==> config.mk <==
export PLATFORM = sky130hd
export DESIGN_NAME = control_fsm_flat
export DESIGN_NICKNAME = d
export VERILOG_FILES = /design/src/rtl/control_fsm_if.sv /design/src/rtl/control_fsm.sv /design/src/flat_wrapper.sv
export SDC_FILE = /design/constraint.sdc
export NUM_CORES = 1
export LEC_CHECK = 0
export CORE_MARGIN = 5
export CORE_UTILIZATION = 32
export CTS_CLUSTER_DIAMETER = 40
export DETAILED_ROUTE_END_ITERATION = 6
export GPL_TIMING_DRIVEN = 0
export PLACE_DENSITY_LB_ADDON = 0.3
export SLEW_MARGIN = 10
export SYNTH_ARGS = -nofsm -noshare
export SYNTH_HDL_FRONTEND = slang
export SYNTH_SLANG_ARGS = --single-unit
==> constraint.sdc <==
create_clock -name Clk -period 3.4 [get_ports Clk]
set_input_delay 0.34 -clock Clk [delete_from_list [all_inputs] [get_ports Clk]]
set_output_delay 0.34 -clock Clk [all_outputs]
set_load 0.02 [all_outputs]
==> src/rtl/control_fsm_if.sv <==
// Datapath control bus between control_fsm and the PC / IR / register file /
// data memory / ALU. The FSM owns the master side and drives every control
// line. IR is the only datapath input to the FSM (plus Step when the
// CTRL_STEP_EN single-step build option is defined).
interface control_fsm_if #(
  parameter int D_ADDR_W = 8
);
  logic [15:0]         IR;
`ifdef CTRL_STEP_EN
  logic                Step;
`endif
  logic                PC_clr;
  logic                PC_up;
  logic                IR_ld;
  logic [D_ADDR_W-1:0] D_addr;
  logic                D_wr;
  logic                RF_s;
  logic [3:0]          RF_W_addr;
  logic                RF_W_en;
  logic [3:0]          RF_Ra_addr;
  logic [3:0]          RF_Rb_addr;
  logic [2:0]          ALU_s0;
  logic                Halt;

  modport master (
    input  IR,
`ifdef CTRL_STEP_EN
    input  Step,
`endif
    output PC_clr, PC_up, IR_ld, D_addr, D_wr, RF_s, RF_W_addr, RF_W_en,
           RF_Ra_addr, RF_Rb_addr, ALU_s0, Halt
  );

  modport slave (
    output IR,
`ifdef CTRL_STEP_EN
    output Step,
`endif
    input  PC_clr, PC_up, IR_ld, D_addr, D_wr, RF_s, RF_W_addr, RF_W_en,
           RF_Ra_addr, RF_Rb_addr, ALU_s0, Halt
  );
endinterface

==> src/rtl/control_fsm.sv <==
// control_fsm: Moore sequencer for the processor datapath.
// Fetch -> Decode -> execute (1 cycle, 2 for LOAD) -> Fetch.
// The 4-bit state register is the only flop; every output is a decode of the
// state and IR fields. Clr is an asynchronous, active-high return to Init.
// Build option CTRL_STEP_EN: adds the Step input and a Wait state entered
// after Init and after every execute state; Wait releases to Fetch on Step.
module control_fsm #(
  parameter int ADDR_W   = 7,
  parameter int OP_W     = 4,
  parameter int D_ADDR_W = 8
) (
  input  logic             Clk,
  input  logic             Clr,
  control_fsm_if.master    bus
);

  // The field slicing below assumes the 16-bit IR layout.
  if (OP_W != 4 || D_ADDR_W != 8 || ADDR_W < 1) begin : g_param_chk
    $error("control_fsm: unsupported parameter combination");
  end

  typedef enum logic [3:0] {
    S_INIT   = 4'd0,
    S_FETCH  = 4'd1,
    S_DECODE = 4'd2,
    S_NOOP   = 4'd3,
    S_STORE  = 4'd4,
    S_LOAD_A = 4'd5,
    S_LOAD_B = 4'd6,
    S_ADD    = 4'd7,
    S_SUB    = 4'd8,
    S_HALT   = 4'd9
`ifdef CTRL_STEP_EN
    ,S_WAIT  = 4'd10
`endif
  } state_t;

  // Where Init and every execute state go next.
`ifdef CTRL_STEP_EN
  localparam state_t S_DONE = S_WAIT;
`else
  localparam state_t S_DONE = S_FETCH;
`endif

  localparam logic [OP_W-1:0] OP_STORE = OP_W'(1);
  localparam logic [OP_W-1:0] OP_LOAD  = OP_W'(2);
  localparam logic [OP_W-1:0] OP_ADD   = OP_W'(3);
  localparam logic [OP_W-1:0] OP_SUB   = OP_W'(4);
  localparam logic [OP_W-1:0] OP_HALT  = OP_W'(5);

  state_t             r_state;
  state_t             w_next;
  logic [OP_W-1:0]    w_op;

  assign w_op = bus.IR[15 -: OP_W];

  // State register; Clr forces Init without waiting for an edge.
  always_ff @(posedge Clk or posedge Clr) begin
    if (Clr) r_state <= S_INIT;
    else     r_state <= w_next;
  end

  // Next-state decode; unknown encodings fall back to Init.
  always_comb begin
    w_next = S_INIT;
    case (r_state)
      S_INIT:   w_next = S_DONE;
      S_FETCH:  w_next = S_DECODE;
      S_DECODE: begin
        case (w_op)
          OP_STORE: w_next = S_STORE;
          OP_LOAD:  w_next = S_LOAD_A;
          OP_ADD:   w_next = S_ADD;
          OP_SUB:   w_next = S_SUB;
          OP_HALT:  w_next = S_HALT;
          default:  w_next = S_NOOP;   // 0000 and undefined opcodes
        endcase
      end
      S_NOOP:   w_next = S_DONE;
      S_STORE:  w_next = S_DONE;
      S_LOAD_A: w_next = S_LOAD_B;
      S_LOAD_B: w_next = S_DONE;
      S_ADD:    w_next = S_DONE;
      S_SUB:    w_next = S_DONE;
      S_HALT:   w_next = S_HALT;
`ifdef CTRL_STEP_EN
      S_WAIT:   w_next = bus.Step ? S_FETCH : S_WAIT;
`endif
      default:  w_next = S_INIT;
    endcase
  end

  // Moore output decode; anything not named for a state stays 0.
  always_comb begin
    bus.PC_clr     = 1'b0;
    bus.PC_up      = 1'b0;
    bus.IR_ld      = 1'b0;
    bus.D_addr     = '0;
    bus.D_wr       = 1'b0;
    bus.RF_s       = 1'b0;
    bus.RF_W_addr  = 4'd0;
    bus.RF_W_en    = 1'b0;
    bus.RF_Ra_addr = 4'd0;
    bus.RF_Rb_addr = 4'd0;
    bus.ALU_s0     = 3'b000;
    bus.Halt       = 1'b0;
    case (r_state)
      S_INIT:  bus.PC_clr = 1'b1;
      S_FETCH: begin
        bus.IR_ld = 1'b1;
        bus.PC_up = 1'b1;
      end
      S_STORE: begin
        bus.D_addr     = bus.IR[11:4];
        bus.RF_Ra_addr = bus.IR[3:0];
        bus.D_wr       = 1'b1;
      end
      // Load_A only addresses memory; the write lands in Load_B once the
      // synchronous read data is available.
      S_LOAD_A, S_LOAD_B: begin
        bus.D_addr    = bus.IR[11:4];
        bus.RF_s      = 1'b1;
        bus.RF_W_addr = bus.IR[3:0];
        bus.RF_W_en   = (r_state == S_LOAD_B);
      end
      S_ADD, S_SUB: begin
        bus.RF_Ra_addr = bus.IR[11:8];
        bus.RF_Rb_addr = bus.IR[7:4];
        bus.RF_W_addr  = bus.IR[3:0];
        bus.RF_W_en    = 1'b1;
        bus.ALU_s0     = (r_state == S_ADD) ? 3'b001 : 3'b010;
      end
      S_HALT:  bus.Halt = 1'b1;
      default: ;
    endcase
  end

endmodule

==> src/flat_wrapper.sv <==
// flat-port wrapper written by rule: the top's interface ports become plain ports
module control_fsm_flat 
#(
  parameter int ADDR_W   = 7,
  parameter int OP_W     = 4,
  parameter int D_ADDR_W = 8
)
  (Clk, Clr, bus_IR, bus_PC_clr, bus_PC_up, bus_IR_ld, bus_D_addr, bus_D_wr, bus_RF_s, bus_RF_W_addr, bus_RF_W_en, bus_RF_Ra_addr, bus_RF_Rb_addr, bus_ALU_s0, bus_Halt);
  control_fsm_if #(.D_ADDR_W(D_ADDR_W)) bus_i ();
  input  logic Clk;
  input  logic Clr;
  input wire logic [$bits(bus_i.IR)-1:0] bus_IR;
  output wire logic [$bits(bus_i.PC_clr)-1:0] bus_PC_clr;
  output wire logic [$bits(bus_i.PC_up)-1:0] bus_PC_up;
  output wire logic [$bits(bus_i.IR_ld)-1:0] bus_IR_ld;
  output wire logic [$bits(bus_i.D_addr)-1:0] bus_D_addr;
  output wire logic [$bits(bus_i.D_wr)-1:0] bus_D_wr;
  output wire logic [$bits(bus_i.RF_s)-1:0] bus_RF_s;
  output wire logic [$bits(bus_i.RF_W_addr)-1:0] bus_RF_W_addr;
  output wire logic [$bits(bus_i.RF_W_en)-1:0] bus_RF_W_en;
  output wire logic [$bits(bus_i.RF_Ra_addr)-1:0] bus_RF_Ra_addr;
  output wire logic [$bits(bus_i.RF_Rb_addr)-1:0] bus_RF_Rb_addr;
  output wire logic [$bits(bus_i.ALU_s0)-1:0] bus_ALU_s0;
  output wire logic [$bits(bus_i.Halt)-1:0] bus_Halt;
  assign bus_i.IR = bus_IR;
  assign bus_PC_clr = bus_i.PC_clr;
  assign bus_PC_up = bus_i.PC_up;
  assign bus_IR_ld = bus_i.IR_ld;
  assign bus_D_addr = bus_i.D_addr;
  assign bus_D_wr = bus_i.D_wr;
  assign bus_RF_s = bus_i.RF_s;
  assign bus_RF_W_addr = bus_i.RF_W_addr;
  assign bus_RF_W_en = bus_i.RF_W_en;
  assign bus_RF_Ra_addr = bus_i.RF_Ra_addr;
  assign bus_RF_Rb_addr = bus_i.RF_Rb_addr;
  assign bus_ALU_s0 = bus_i.ALU_s0;
  assign bus_Halt = bus_i.Halt;
  control_fsm #(.ADDR_W(ADDR_W), .OP_W(OP_W), .D_ADDR_W(D_ADDR_W)) u_core (.Clk(Clk), .Clr(Clr), .bus(bus_i));
endmodule
==> metrics list <==
- The run finished with clean final reports.
- Worst Setup Start Kind: flip-flop
- Final number of hold-violating endpoints: 0
- Primary flip-flop cell chosen by synthesis mapping: dfrtp_1
- Clock sink count: 4
- Synthesis instantiated 28 different standard cells from the library.
- Hold buffer count at CTS: 0
- Maximum buffer depth of the clock tree: 2
- Area of the placeable core: 1520 um^2
* PostCTS Resize Cnt: 0
- Die X-Extent: 50.5 um
- Number of buffer cells added on primary ports: 46
- Transition at the pin with the smallest max-transition slack: 530 ps
- At the end of routability-driven placement, the weighted congestion stood at 0.824.
* Unrepaired setup endpoints after global routing: no
- Share of post-route cells with drive strength above 1: 12.0%
- Global-route total usage across every layer: 13.9%
- Max-slew violations: 0
- Filler Cells Inserted: 126
- STA puts the critical path data arrival time at 2210 ps.
* Mapped Cells: 68
* Final Instance Count excl. Fillers: 133
* Final WL: 1760 um
- Registers with the most flip-flops: u_core.r_state: 4 flops
* Worst Setup Slack, final: 851 ps
- Final Setup Violations: 0
- Share of total power in the clock network: 11.9%
- Max H-tree Level: 1
- Counting every net in the synthesized netlist gives 86.
* Final net count: 137
* Clock period minus worst slack: 2550 ps
- Of all nets on the critical path, the largest fanout is 10.
* Commonest non-fill, non-tap cells in the layout: 46 x clkdlybuf4s50_1, 16 x and2_1, 5 x a21oi_1
- Once the clock tree was built, the setup fixing pass inserted 0 buffers.
- Avg Inst Size Synth: 7.71 um^2
* Register clock-pin slew on the reported worst setup and hold paths: 40 ps
- Switching part of the total: 44.0%
* Combinational share of power: 72.9%
* Total leakage power: 0.410 nW
* Final Cycle Share: 75.0%
- EDFF count, synth: 0
* Most common cell after layout, fill and taps aside: clkdlybuf4s50_1
- Sorting the synthesized cells by area gives the leading types as and2_1 19%, dfrtp_1 19%, a22o_1 6.7%, a21oi_1 4.8%, buf_6 4.3%.
* Share of total power in sequential cells: 15.2%
- The initial antenna violation count came to 0.
- The number of antenna diodes in the final layout is 0.
* Area share of the largest cell type after synthesis: 19.1%
* Count of maximum capacitance violations: 0
* Gr ovfl total: 0
- Vias per inst: 4.92
- The first global-routing pass estimated 2820 um of wire.
- Area added between synthesis and finish: 95.9%
- Area of the die: 2550 um^2
- Across all register-to-register paths, the minimum setup slack is 2130 ps.
* Number of synthesized register bits: 4
- From bottom edge to top edge, the die measures 50.5 um.
- Post-synth ARST share: 100%
- For this design the ratio of total power to cell area is 468 nW/um^2.
- Clock latency on the worst-skew pair, taken at its later pin, is 230 ps.
- Starting utilization of the core area: 34.4%
* Depth of the most critical reg-to-reg path: 4
- Setup total negative slack on the finished layout was measured at 0 ps.
* Cell type with the highest aggregate area in the netlist: and2_1
* DRC violation total after the first TritonRoute iteration: 9
* Max Clock Skew: 2.99 ps
- Worst rel slew slack: 64.6%
- The critical path in this run is classified as flip-flop to output port.
- Hold Path Class: input pin to async pin
- Clock tree from TritonCTS: yes
* Post-synthesis sequential area ratio: 19.1%
- Biggest register: u_core.r_state
- Maximum number of pins on one net before global-route repair: 11
- The tree is rooted in a clkbuf_4.
* Post-layout total power: 481 uW
- Kind of capture point of the worst setup path: output port
* Synthesis warning total: 0
* Net switching power figure: 212 uW
- Maximum clock rate: 0.392 GHz
- The HPWL after detailed placement is 1510 um.
* Max reg flops: 4
- Design internal power: 270 uW
- After detailed routing, the number of remaining DRC violations is 0.
* Length of the first detailed-routing pass in iterations: 4
- The via count of the first global-routing pass came to 609.
- The count of nets left with antenna violations once routing finished came out at 0.
- Data required time at the worst endpoint: 3060 ps
- TritonCTS created 3 clock buffers.
- IR analysis of the VDD net gives a maximum drop of 0.000339 V.
* Dpl ws: 1070 ps
* Summed instance area of the synthesized netlist: 524 um^2
- Detailed-route wire length per cell: 13.2 um
- Num rows: 14
- The routed layout has 655 vias.
- Count of boundary I/O pins: 48
- Once placement completed, the tool counted placed cells totaling 130.
[final cells by class]
cell class	count	area, um^2	area share, %
multi-input cells	55	365	35.6
flip-flops and latches	4	100	9.74
repair buffers	46	460	44.8
clock buffers	3	22.5	2.19
plain buffers	6	47.5	4.63
inverters	3	11.3	1.10
well taps	16	20.0	1.95
[per-layer routing]
layer / wire [um] / part of all wire (%) / track usage (%) / vias to the layer above
met4: 18 / 1.0 / 5.11 / 0
met5: 0 / 0 / 0 / -
met1: 695 / 40 / 15.7 / 295
met2: 934 / 53 / 25.8 / 26
met3: 107 / 6.1 / 2.07 / 2
li1: - / - / - / 332
[kinds of logic after synthesis]
family,synth area share (%)
AO/OA/AOI/OAI,23.4
XOR/XNOR,1.67
buffers and inverters,11.2
flip-flops,19.1
other,0.715
AND/OR/NAND/NOR,43.9
[through the flow]
| stage | hold WS, ps | cell area [um^2] | util [%] |
|---|---|---|---|
| 2_1_floorplan | 106 | 524 | - |
| 3_5_place_dp | 544 | 1000 | 65.9 |
| 3_3_place_gp | 528 | 1000 | 65.9 |
| 4_1_cts | 306 | 1030 | 67.4 |
| 5_1_grt | 344 | 1030 | 67.4 |
| 6_report | 299 | 1030 | 67.4 |
[cell usage after synthesis (2+ instances only)]
master,instances
buf_6,2
nor3_1,2
inv_1,3
and2_1,16
o21ai_0,3
buf_2,2
a22o_1,4
dfrtp_1,4
nor2b_1,2
nor2_1,4
nand2_1,3
buf_4,2
a21oi_1,5
nor3b_1,2
[final timing paths]
check                             startpoint                 to
setup / recovery           u_core.r_state[3]           bus_RF_s
hold reg to reg            u_core.r_state[2]  u_core.r_state[3]
hold / removal                           Clr  u_core.r_state[1]
max in group asynchronous                Clr  u_core.r_state[2]
setup reg to reg           u_core.r_state[1]  u_core.r_state[3]
min in group Clk           u_core.r_state[2]  u_core.r_state[3]
[critical path, cell delays in order, from the launching register on]
cell,delay [ps]
dfrtp_1,360
buf_2,170
nand2b_4,190
a21oi_1,440
nor2b_1,210
clkdlybuf4s50_1,620
[power groups by stage]
stage / combinational, mW / sequential, mW / clock [mW]
global placement: 0.346 / 0.0726 / 0
CTS: 0.352 / 0.0733 / 0.0587
floorplan: 0.215 / 0.0714 / 0
finish: 0.351 / 0.0731 / 0.0573
detailed placement: 0.350 / 0.0738 / 0
global route: 0.383 / 0.0749 / 0.0615
Power figures use the tool's default switching activity.
